### config.mk
export PLATFORM = sky130hd
export DESIGN_NAME = key_event_gen_flat
export DESIGN_NICKNAME = d
export VERILOG_FILES = /design/src/rtl/key_event_gen_if.sv /design/src/rtl/key_event_gen.sv /design/src/flat_wrapper.sv
export SDC_FILE = /design/constraint.sdc
export NUM_CORES = 1
export LEC_CHECK = 0
export ABC_AREA = 1
export CORE_MARGIN = 5
export CORE_UTILIZATION = 40
export CTS_CLUSTER_SIZE = 40
export DETAILED_ROUTE_END_ITERATION = 10
export PLACE_DENSITY = 0.55
export SYNTH_ARGS = -nofsm -noshare
export SYNTH_HDL_FRONTEND = slang
export SYNTH_SLANG_ARGS = --single-unit
export TNS_END_PERCENT = 100
### constraint.sdc
create_clock -name clk -period 2.1 [get_ports clk]
set_clock_uncertainty 0.1 [all_clocks]
set_input_delay 0.21 -clock clk [delete_from_list [all_inputs] [get_ports clk]]
set_output_delay 0.21 -clock clk [all_outputs]
set_load 0.05 [all_outputs]
### src/rtl/key_event_gen_if.sv
// Signal bundle between the debounced key source and key_event_gen.
// The master drives the key level and count clear; the slave (key_event_gen) returns events.
interface key_event_gen_if #(
   parameter int CNT_BITS = 8
) ();
   // No valid/ready pairing: key_in is a level sampled every cycle, and each event
   // output is a one-cycle pulse that the consumer must take in that cycle.
   logic                key_in;
   logic                count_clr;
   logic                press_pulse;
   logic                release_pulse;
   logic                click_pulse;
   logic                long_pulse;
   logic                repeat_pulse;
   logic                held;
   logic [CNT_BITS-1:0] press_count;
   logic [1:0]          dbg_state;

   modport master (
      output key_in, count_clr,
      input  press_pulse, release_pulse, click_pulse, long_pulse, repeat_pulse,
      input  held, press_count, dbg_state
   );

   modport slave (
      input  key_in, count_clr,
      output press_pulse, release_pulse, click_pulse, long_pulse, repeat_pulse,
      output held, press_count, dbg_state
   );
endinterface

### src/rtl/key_event_gen.sv
// Turns a debounced key level into registered one-cycle press/release/click/long/repeat
// pulses, a held level and a wrapping press counter.
module key_event_gen #(
   parameter int LONG_CYCLES   = 50000000,
   parameter int REPEAT_CYCLES = 10000000,
   parameter int TMR_W         = 26,
   parameter int CNT_BITS      = 8
) (
   input  logic             clk,
   input  logic             reset,
   key_event_gen_if.slave   kif
);

   typedef enum logic [1:0] {
      LOCKOUT = 2'd0,
      IDLE    = 2'd1,
      SHORT   = 2'd2,
      LONG    = 2'd3
   } state_t;

   state_t              state_q, state_d;
   logic [TMR_W-1:0]    hold_cnt_q, hold_cnt_d;
   logic [TMR_W-1:0]    rep_cnt_q, rep_cnt_d;
   logic [CNT_BITS-1:0] press_count_q, press_count_d;
   logic                press_q, press_d;
   logic                release_q, release_d;
   logic                click_q, click_d;
   logic                long_q, long_d;
   logic                repeat_q, repeat_d;
   logic                held_q, held_d;
   logic [CNT_BITS-1:0] count_base;

   always_ff @(posedge clk) begin
      if (reset) begin
         state_q       <= LOCKOUT;
         hold_cnt_q    <= '0;
         rep_cnt_q     <= '0;
         press_count_q <= '0;
         press_q       <= 1'b0;
         release_q     <= 1'b0;
         click_q       <= 1'b0;
         long_q        <= 1'b0;
         repeat_q      <= 1'b0;
         held_q        <= 1'b0;
      end else begin
         state_q       <= state_d;
         hold_cnt_q    <= hold_cnt_d;
         rep_cnt_q     <= rep_cnt_d;
         press_count_q <= press_count_d;
         press_q       <= press_d;
         release_q     <= release_d;
         click_q       <= click_d;
         long_q        <= long_d;
         repeat_q      <= repeat_d;
         held_q        <= held_d;
      end
   end

   // Clear is applied first so a press on the same edge lands at 1.
   assign count_base = kif.count_clr ? '0 : press_count_q;

   always_comb begin
      state_d       = state_q;
      hold_cnt_d    = hold_cnt_q;
      rep_cnt_d     = rep_cnt_q;
      press_count_d = count_base;
      press_d       = 1'b0;
      release_d     = 1'b0;
      click_d       = 1'b0;
      long_d        = 1'b0;
      repeat_d      = 1'b0;

      case (state_q)
         LOCKOUT: begin
            if (!kif.key_in) state_d = IDLE;
         end
         IDLE: begin
            if (kif.key_in) begin
               state_d       = SHORT;
               press_d       = 1'b1;
               hold_cnt_d    = '0;
               press_count_d = count_base + CNT_BITS'(1);
            end
         end
         SHORT: begin
            if (!kif.key_in) begin
               state_d   = IDLE;
               release_d = 1'b1;
               click_d   = 1'b1;
            end else if (hold_cnt_q == TMR_W'(LONG_CYCLES - 1)) begin
               state_d   = LONG;
               long_d    = 1'b1;
               rep_cnt_d = '0;
            end else begin
               hold_cnt_d = hold_cnt_q + TMR_W'(1);
            end
         end
         LONG: begin
            if (!kif.key_in) begin
               state_d   = IDLE;
               release_d = 1'b1;
            end else if (rep_cnt_q == TMR_W'(REPEAT_CYCLES - 1)) begin
               repeat_d  = 1'b1;
               rep_cnt_d = '0;
            end else begin
               rep_cnt_d = rep_cnt_q + TMR_W'(1);
            end
         end
         default: state_d = LOCKOUT;
      endcase

      held_d = (state_d == SHORT) || (state_d == LONG);
   end

   assign kif.press_pulse   = press_q;
   assign kif.release_pulse = release_q;
   assign kif.click_pulse   = click_q;
   assign kif.long_pulse    = long_q;
   assign kif.repeat_pulse  = repeat_q;
   assign kif.held          = held_q;
   assign kif.press_count   = press_count_q;
   assign kif.dbg_state     = state_q;

endmodule

### src/flat_wrapper.sv
// flat-port wrapper written by rule: the top's interface ports become plain ports
module key_event_gen_flat 
#(
   parameter int LONG_CYCLES   = 50000000,
   parameter int REPEAT_CYCLES = 10000000,
   parameter int TMR_W         = 26,
   parameter int CNT_BITS      = 8
)
  (clk, reset, kif_key_in, kif_count_clr, kif_press_pulse, kif_release_pulse, kif_click_pulse, kif_long_pulse, kif_repeat_pulse, kif_held, kif_press_count, kif_dbg_state);
  key_event_gen_if #(.CNT_BITS(CNT_BITS)) kif_i ();
  input  logic clk;
  input  logic reset;
  input wire logic [$bits(kif_i.key_in)-1:0] kif_key_in;
  input wire logic [$bits(kif_i.count_clr)-1:0] kif_count_clr;
  output wire logic [$bits(kif_i.press_pulse)-1:0] kif_press_pulse;
  output wire logic [$bits(kif_i.release_pulse)-1:0] kif_release_pulse;
  output wire logic [$bits(kif_i.click_pulse)-1:0] kif_click_pulse;
  output wire logic [$bits(kif_i.long_pulse)-1:0] kif_long_pulse;
  output wire logic [$bits(kif_i.repeat_pulse)-1:0] kif_repeat_pulse;
  output wire logic [$bits(kif_i.held)-1:0] kif_held;
  output wire logic [$bits(kif_i.press_count)-1:0] kif_press_count;
  output wire logic [$bits(kif_i.dbg_state)-1:0] kif_dbg_state;
  assign kif_i.key_in = kif_key_in;
  assign kif_i.count_clr = kif_count_clr;
  assign kif_press_pulse = kif_i.press_pulse;
  assign kif_release_pulse = kif_i.release_pulse;
  assign kif_click_pulse = kif_i.click_pulse;
  assign kif_long_pulse = kif_i.long_pulse;
  assign kif_repeat_pulse = kif_i.repeat_pulse;
  assign kif_held = kif_i.held;
  assign kif_press_count = kif_i.press_count;
  assign kif_dbg_state = kif_i.dbg_state;
  key_event_gen #(.LONG_CYCLES(LONG_CYCLES), .REPEAT_CYCLES(REPEAT_CYCLES), .TMR_W(TMR_W), .CNT_BITS(CNT_BITS)) u_core (.clk(clk), .reset(reset), .kif(kif_i));
endmodule
==> results by group, run 1 <==
Critical path
  – Sequence of cells on the critical path: clkdlybuf4s50_1
  – Crit path required time: 1.79 ns
  – WS Path Type: register to output port
  – Slowest library cell on the worst path: sky130_fd_sc_hd__clkdlybuf4s50_1
  – Launching instance or port of the critical path: u_core.kif.dbg_state[1]$_SDFF_PP0_
  – Register-to-register setup slack: 0.18 ns
  – Critical path buffers and inverters: 1
  – WP data arrival: 1.63 ns
  – Launch point of the worst reg-to-reg path: u_core.kif.dbg_state[1]$_SDFF_PP0_
  – Capture instance of the worst register-to-register path: u_core.hold_cnt_q[15]$_SDFFE_PP0P_
  – Launching element type of the critical path: register
  – Maximum net fanout on the critical path: 6
  – Family of cells with the greatest summed delay on the critical path: buffers and inverters
  – Worst Reg2Reg Path Length in Cells: 5
  – Worst stage delay on the critical path: 0.84 ns
  – Endpoint type of the worst setup path: output port

Cells and area
  – Leading cell types in the layout, fill and taps excluded: sky130_fd_sc_hd__nand2_1, sky130_fd_sc_hd__nor2_1, sky130_fd_sc_hd__inv_1
  – Fillcell total: 1144
  – Total inserted antenna cells: 0
  – Leading cell type in the layout, fill and taps excluded: sky130_fd_sc_hd__nand2_1
  – Share of final-layout standard cells stronger than drive strength 1: 9.465%
  – Count of placed standard cells in the final layout, fillers left out: 943
  – Final design instance area without fill: 0.005140 mm²
  – Growth of design area from synthesis to finish: 14.68%
  – Post-layout net count: 808

Pwr
  – Power density relative to cell area: 584.2 mW/mm²
  – Standby leakage power: 0.001847 µW
  – Largest vdd supply drop: 0.3376 mV

Timing
  – Unrepaired setup endpoints after global routing: yes
  – Min cycle time layout: 1.943 ns
  – Worst setup margin: 0.1566 ns
  – Final Setup Violations: 0
  – Fraction of the cycle the final worst path needs: 92.54%
  – Fmax: 514.6 MHz
  – Worst relative slew slack: 54.37%
  – Final count of pins violating max slew: 0
  – Final total negative setup slack: 0 ns
  – Final hold violation count: 0
  – Worst slew pin tran: 0.6844 ns

GRT
  – Largest net degree at the start of global routing: 33
  – Antenna violations before repair: 0
  – Congestion Overflow GR: 0
  – GRT Total Usage: 19.52%
  – Wire length of the first global-routing pass: 20860 µm
  – Number of global-route vias before repair: 4310

Floorplanning
  – Starting density of the core: 41.16%
  – Area of the die: 0.01342 mm²
  – Die X-Extent: 115.9 µm
  – Core area: 0.01089 mm²
  – Boundary Pins: 20
  – Height of the die: 115.9 µm
  – Number of placement rows: 38

Place
  – Cell count after placement: 925
  – IO Port Bufs: 19
  – Final weighted congestion in routability-driven placement: 0.9061
  – Post-Place Setup Slack: 0.1164 ns
  – Final HPWL DP: 9043 µm
  – Placed cell areas: 0.004887 mm²

Synthesis
  – Synth warnings: 0
  – Sequential fraction of the synthesis area: 30.37%
  – FF+latch count, synth: 68
  – Gate Count Post-Synth: 765
  – Post-Syn Area: 0.004482 mm²
  – Post-synthesis area per instance: 5.859 µm²
  – Primary flip-flop cell chosen by synthesis mapping: sky130_fd_sc_hd__dfxtp_1
  – Synthesized net count: 775
  – Count of cell types in the netlist: 36
  – EDFF count, synth: 0
  – Share of flip-flops with an asynchronous set or reset: 0%

CTS
  – Number of H-tree levels: 3
  – TritonCTS clock tree: done
  – Skew-Pair Late Insertion Delay: 0.37 ns
  – CTS Hold Buffers Added: 0
  – Clock edge transition at the registers on the reported setup and hold paths: 0.08 ns
  – Number of sinks driven by the clock tree: 68
  – Root buffer cell: sky130_fd_sc_hd__clkbuf_8
  – Number of buffers inserted during clock tree synthesis: 9
  – Maximum buffer depth of the clock tree: 2

Drt
  – Via count normalized by instance count: 4.883
  – DRC violation total after the first TritonRoute iteration: 407
  – Number of antenna-violating nets in the routed design: 0
  – Average wire per standard cell: 12.74 µm
  – Post-route DRC: 0
  – Total length of routed wires: 12010 µm
  – Overall via count from detail_route: 4605
  – Drt pass-1 iters: 5

Worst hold path
  – Worst Hold Launch: u_core.rep_cnt_q[8]$_SDFFE_PP0P_
  – Worst Hold Path Cells: 2
  – End point of the worst hold path: u_core.rep_cnt_q[8]$_SDFFE_PP0P_
  – Class of the worst hold path: register to register

Run status
  – Status: finished, final reports clean

Job
  – Number of maximum-capacitance violations: 0
cell usage after synthesis (4+ instances only):
| cell type | number | area, µm² |
|---|---|---|
| sky130_fd_sc_hd__nor2_2 | 15 | 93.84 |
| sky130_fd_sc_hd__nand4_1 | 10 | 62.56 |
| sky130_fd_sc_hd__buf_4 | 5 | 37.54 |
| sky130_fd_sc_hd__ha_1 | 6 | 75.07 |
| sky130_fd_sc_hd__nor2_1 | 175 | 656.9 |
| sky130_fd_sc_hd__nor3_1 | 12 | 60.06 |
| sky130_fd_sc_hd__o21bai_1 | 5 | 37.54 |
| sky130_fd_sc_hd__dfxtp_1 | 68 | 1361 |
| sky130_fd_sc_hd__clkbuf_1 | 8 | 30.03 |
| sky130_fd_sc_hd__nand2_1 | 229 | 859.6 |
| sky130_fd_sc_hd__o21ai_0 | 10 | 50.05 |
| sky130_fd_sc_hd__nand3_1 | 53 | 265.3 |
| sky130_fd_sc_hd__nand2_2 | 6 | 37.54 |
| sky130_fd_sc_hd__nor3b_1 | 4 | 30.03 |
| sky130_fd_sc_hd__a21oi_1 | 21 | 105.1 |
| sky130_fd_sc_hd__inv_1 | 87 | 326.6 |
| sky130_fd_sc_hd__buf_6 | 4 | 45.04 |
| sky130_fd_sc_hd__inv_2 | 5 | 18.77 |
| sky130_fd_sc_hd__nor2_4 | 4 | 45.04 |
| sky130_fd_sc_hd__xor2_1 | 11 | 96.34 |
flip-flops by register name, summed over array words and instances, names as in the netlist:
register / count
u_core.hold_cnt_q: 26
u_core.rep_cnt_q: 26
u_core.kif.press_count: 8
u_core.kif.dbg_state: 2
u_core.kif.click_pulse: 1
u_core.kif.held: 1
u_core.kif.long_pulse: 1
u_core.kif.press_pulse: 1
u_core.kif.release_pulse: 1
u_core.kif.repeat_pulse: 1
cell families (layout without fill, tap and decap cells):
family / Yosys count / count (layout) / synth area share, %
buffers and inverters: 115 / 153 / 10.83
AOI/OAI and AO/OA: 46 / 46 / 5.751
adders and majority gates: 6 / 6 / 1.675
DFF: 68 / 68 / 30.37
and+or+nand+nor: 519 / 519 / 49.22
xor gates and xnor gates: 11 / 11 / 2.150
how the worst max path moves through the flow:
stage                                      endpoint  slack (ns)  cells past startpoint
2_1_floorplan     u_core.rep_cnt_q[18]$_SDFFE_PP0P_        0.03                      9
3_3_place_gp   u_core.kif.press_count[6]$_SDFF_PP0_        0.15                      8
3_5_place_dp     u_core.hold_cnt_q[15]$_SDFFE_PP0P_        0.12                      8
4_1_cts            u_core.rep_cnt_q[4]$_SDFFE_PP0P_        0.11                     11
5_1_grt            u_core.rep_cnt_q[4]$_SDFFE_PP0P_      -0.002                     11
6_report                           kif_dbg_state[1]        0.16                      1
final cells by class:
type                            instances  area [µm²]  area share, %
Clock inverter                          5       83.83          1.631
Clock buffer                           11       141.4          2.751
Sequential cell                        68        1361          26.48
Inverter                               96       362.8          7.059
Timing Repair Buffer                   41       367.9          7.157
Multi-Input combinational cell        582        2648          51.51
Tap cell                              140       175.2          3.408
power breakdown:
| group | internal [µW] | switching [µW] |
|---|---|---|
| Combinational | 117 | 282 |
| Sequential | 1310 | 18.4 |
| Clock | 706 | 567 |
repair_timing:
item / CTS / global route
gates resized for setup: 0 / 3
setup endpoints to repair: 0 / 15
buffers inserted: 0 / 2
metal layers:
layer	global-route usage, %	part of all wire, %
met3	2.454	3.7
met4	6.806	1.5
met2	30.42	44
met5	0	0
met1	27.81	51
through the flow:
stage	hold WS [ns]	util, %	total power, µW
after floorplan	0.3591	-	1644
after global placement	0.3816	44.89	1756
after detailed placement	0.4035	44.89	1760
after CTS	0.4160	46.95	3034
after global routing	0.4560	47.21	3141
final	0.4142	47.21	3003
Power figures use the tool's default switching activity.
==> run 2, diff against run 1 <==
CORE_ASPECT_RATIO = 1.5   (was default)
CTS_BUF_LIST = sky130_fd_sc_hd__clkbuf_4 sky130_fd_sc_hd__clkbuf_8   (was default)
==> run 2 against run 1 <==
  * Utilization fell by 0.87 points
  * Die area up 0.32%
  * Clock power is 19% lower
  * Cell area fell by 0.85%
  * Critical endpoint unchanged
  * Combinational power is 4% higher
  * Sequential share of layout area grew 0.23 points
  * Via count increased by 0.35%
  * Non-clock buffer count shrank 4
  * Sequential cell count stayed put
  * Largest power group unchanged
  * Total power is 7.5% lower
  * Worst hold slack worse by 0.019 ns
  * Register-to-register slack about the same
==> results by group, run 2 (synthesis results as in run 1) <==
Run status
  – Status: finished, final reports clean

CTS
  – Maximum buffer depth of the clock tree: 2
  – Gates resized, CTS repair: 0
  – Clock edge transition at the registers on the reported setup and hold paths: 0.09 ns
  – Setup repair bufs after CTS: 0
  – TritonCTS clock tree: done
  – Number of sinks driven by the clock tree: 68
  – Number of buffers inserted during clock tree synthesis: 9
  – Skew-Pair Late Insertion Delay: 0.36 ns
  – CTS Hold Buffers Added: 0
  – Number of H-tree levels: 3
  – Root buffer cell: sky130_fd_sc_hd__clkbuf_8

Timing
  – Worst slew pin tran: 0.5279 ns
  – Fraction of the cycle the final worst path needs: 95.41%
  – Final hold violation count: 0
  – Final Setup Violations: 0
  – Min cycle time layout: 2.004 ns
  – Unrepaired setup endpoints after global routing: no
  – Worst relative slew slack: 64.70%
  – Fmax: 499.1 MHz
  – Final count of pins violating max slew: 0

Worst hold path
  – Worst Hold Launch: u_core.rep_cnt_q[6]$_SDFFE_PP0P_
  – Worst Hold Path Cells: 2
  – Class of the worst hold path: register to register

Drt
  – Total length of routed wires: 12320 µm
  – Overall via count from detail_route: 4621
  – Number of antenna-violating nets in the routed design: 0
  – Drt pass-1 iters: 5
  – DRC violation total after the first TritonRoute iteration: 203
  – Average wire per standard cell: 13.02 µm
  – Via count normalized by instance count: 4.885
  – Post-route DRC: 0

Critical path
  – Maximum net fanout on the critical path: 6
  – WS Path Type: register to output port
  – Worst stage delay on the critical path: 0.87 ns
  – Worst Reg2Reg Path Length in Cells: 11
  – Family of cells with the greatest summed delay on the critical path: buffers and inverters
  – Slowest library cell on the worst path: sky130_fd_sc_hd__clkdlybuf4s50_1
  – Critical path buffers and inverters: 1
  – Crit path required time: 1.79 ns
  – Sequence of cells on the critical path: clkdlybuf4s50_1
  – Register-to-register setup slack: 0.17 ns
  – WP data arrival: 1.69 ns
  – Launch point of the worst reg-to-reg path: u_core.rep_cnt_q[0]$_SDFFE_PP0P_
  – Launching element type of the critical path: register
  – Launching instance or port of the critical path: u_core.kif.dbg_state[1]$_SDFF_PP0_
  – Endpoint type of the worst setup path: output port
  – Number of cells on the critical path: 1

GRT
  – GRT Total Usage: 19.42%
  – Largest net degree at the start of global routing: 34
  – Number of global-route vias before repair: 4503
  – Congestion Overflow GR: 0
  – Antenna violations before repair: 0
  – Wire length of the first global-routing pass: 20660 µm

Place
  – Cell count after placement: 930
  – IO Port Bufs: 19
  – Final weighted congestion in routability-driven placement: 0.8436
  – Final HPWL DP: 9442 µm

Pwr
  – Standby leakage power: 0.001805 µW
  – Largest vdd supply drop: 0.3072 mV
  – Power density relative to cell area: 545.0 mW/mm²
  – Overall power after layout: 2777 µW

Cells and area
  – Count of placed standard cells in the final layout, fillers left out: 946
  – Leading cell types in the layout, fill and taps excluded: sky130_fd_sc_hd__nand2_1, sky130_fd_sc_hd__nor2_1, sky130_fd_sc_hd__inv_1
  – Growth of design area from synthesis to finish: 13.71%
  – Share of final-layout standard cells stronger than drive strength 1: 9.136%
  – Multi-input logic area: 0.002655 mm²
  – Fillcell total: 1199
  – Total inserted antenna cells: 0
  – Leading cell type in the layout, fill and taps excluded: sky130_fd_sc_hd__nand2_1
  – Sequential cell area: 0.001361 mm²
  – Post-layout net count: 804

Floorplanning
  – Boundary Pins: 20
  – Core area: 0.01100 mm²
  – Height of the die: 139.6 µm
  – Number of placement rows: 47
  – Area of the die: 0.01346 mm²
  – Starting density of the core: 40.76%
  – Die X-Extent: 96.43 µm

Job
  – Number of maximum-capacitance violations: 0
==> run 2: final timing paths <==
path / to
setup / recovery: kif_dbg_state[1]
hold / removal: u_core.rep_cnt_q[6]$_SDFFE_PP0P_
setup reg to reg: u_core.rep_cnt_q[1]$_SDFFE_PP0P_
hold reg to reg: u_core.rep_cnt_q[6]$_SDFFE_PP0P_
==> run 2: per-stage QoR <==
step                      utilization, %  hold WS, ns  setup TNS (ns)  instance area [µm²]  setup slack, ns
after CTS                          46.14       0.3930               0                 5074          0.08091
final                              46.34       0.3952               0                 5096          0.09631
after global routing               46.34       0.4220               0                 5096         0.003028
after detailed placement           44.50       0.3796       -0.002945                 4893        -0.001764
after floorplan                        -       0.3591               0                 4482          0.02993
after global placement             44.50       0.3732               0                 4893          0.06533
==> run 2: area by class of cell <==
class | count | share of cell area (%)
multi-input cells | 582 | 52.10
flip-flops and latches | 68 | 26.71
inverters | 96 | 7.169
repair buffers | 37 | 6.875
well taps | 147 | 3.609
clock buffers | 10 | 2.578
clock inverters | 6 | 0.9575
==> run 2: routing by layer <==
layer / GRT usage, % / vias up / routed length, µm
met5: 0 / - / 0
met2: 33.56 / 102 / 6282
met1: 21.88 / 2059 / 5085
met4: 10.64 / 0 / 551
li1: - / 2423 / -
met3: 3.510 / 37 / 399
==> run 2: where the power goes <==
group / internal (µW) / total, µW / switching, µW
logic: 125 / 413 / 288
clock network: 450 / 1030 / 581
registers: 1310 / 1330 / 20.8
==> run 3, diff against run 2 <==
CTS_CLUSTER_SIZE = default   (was 40)
==> results of run 3 <==
The final DEF is identical to that of run 2; final timing and power are the same.
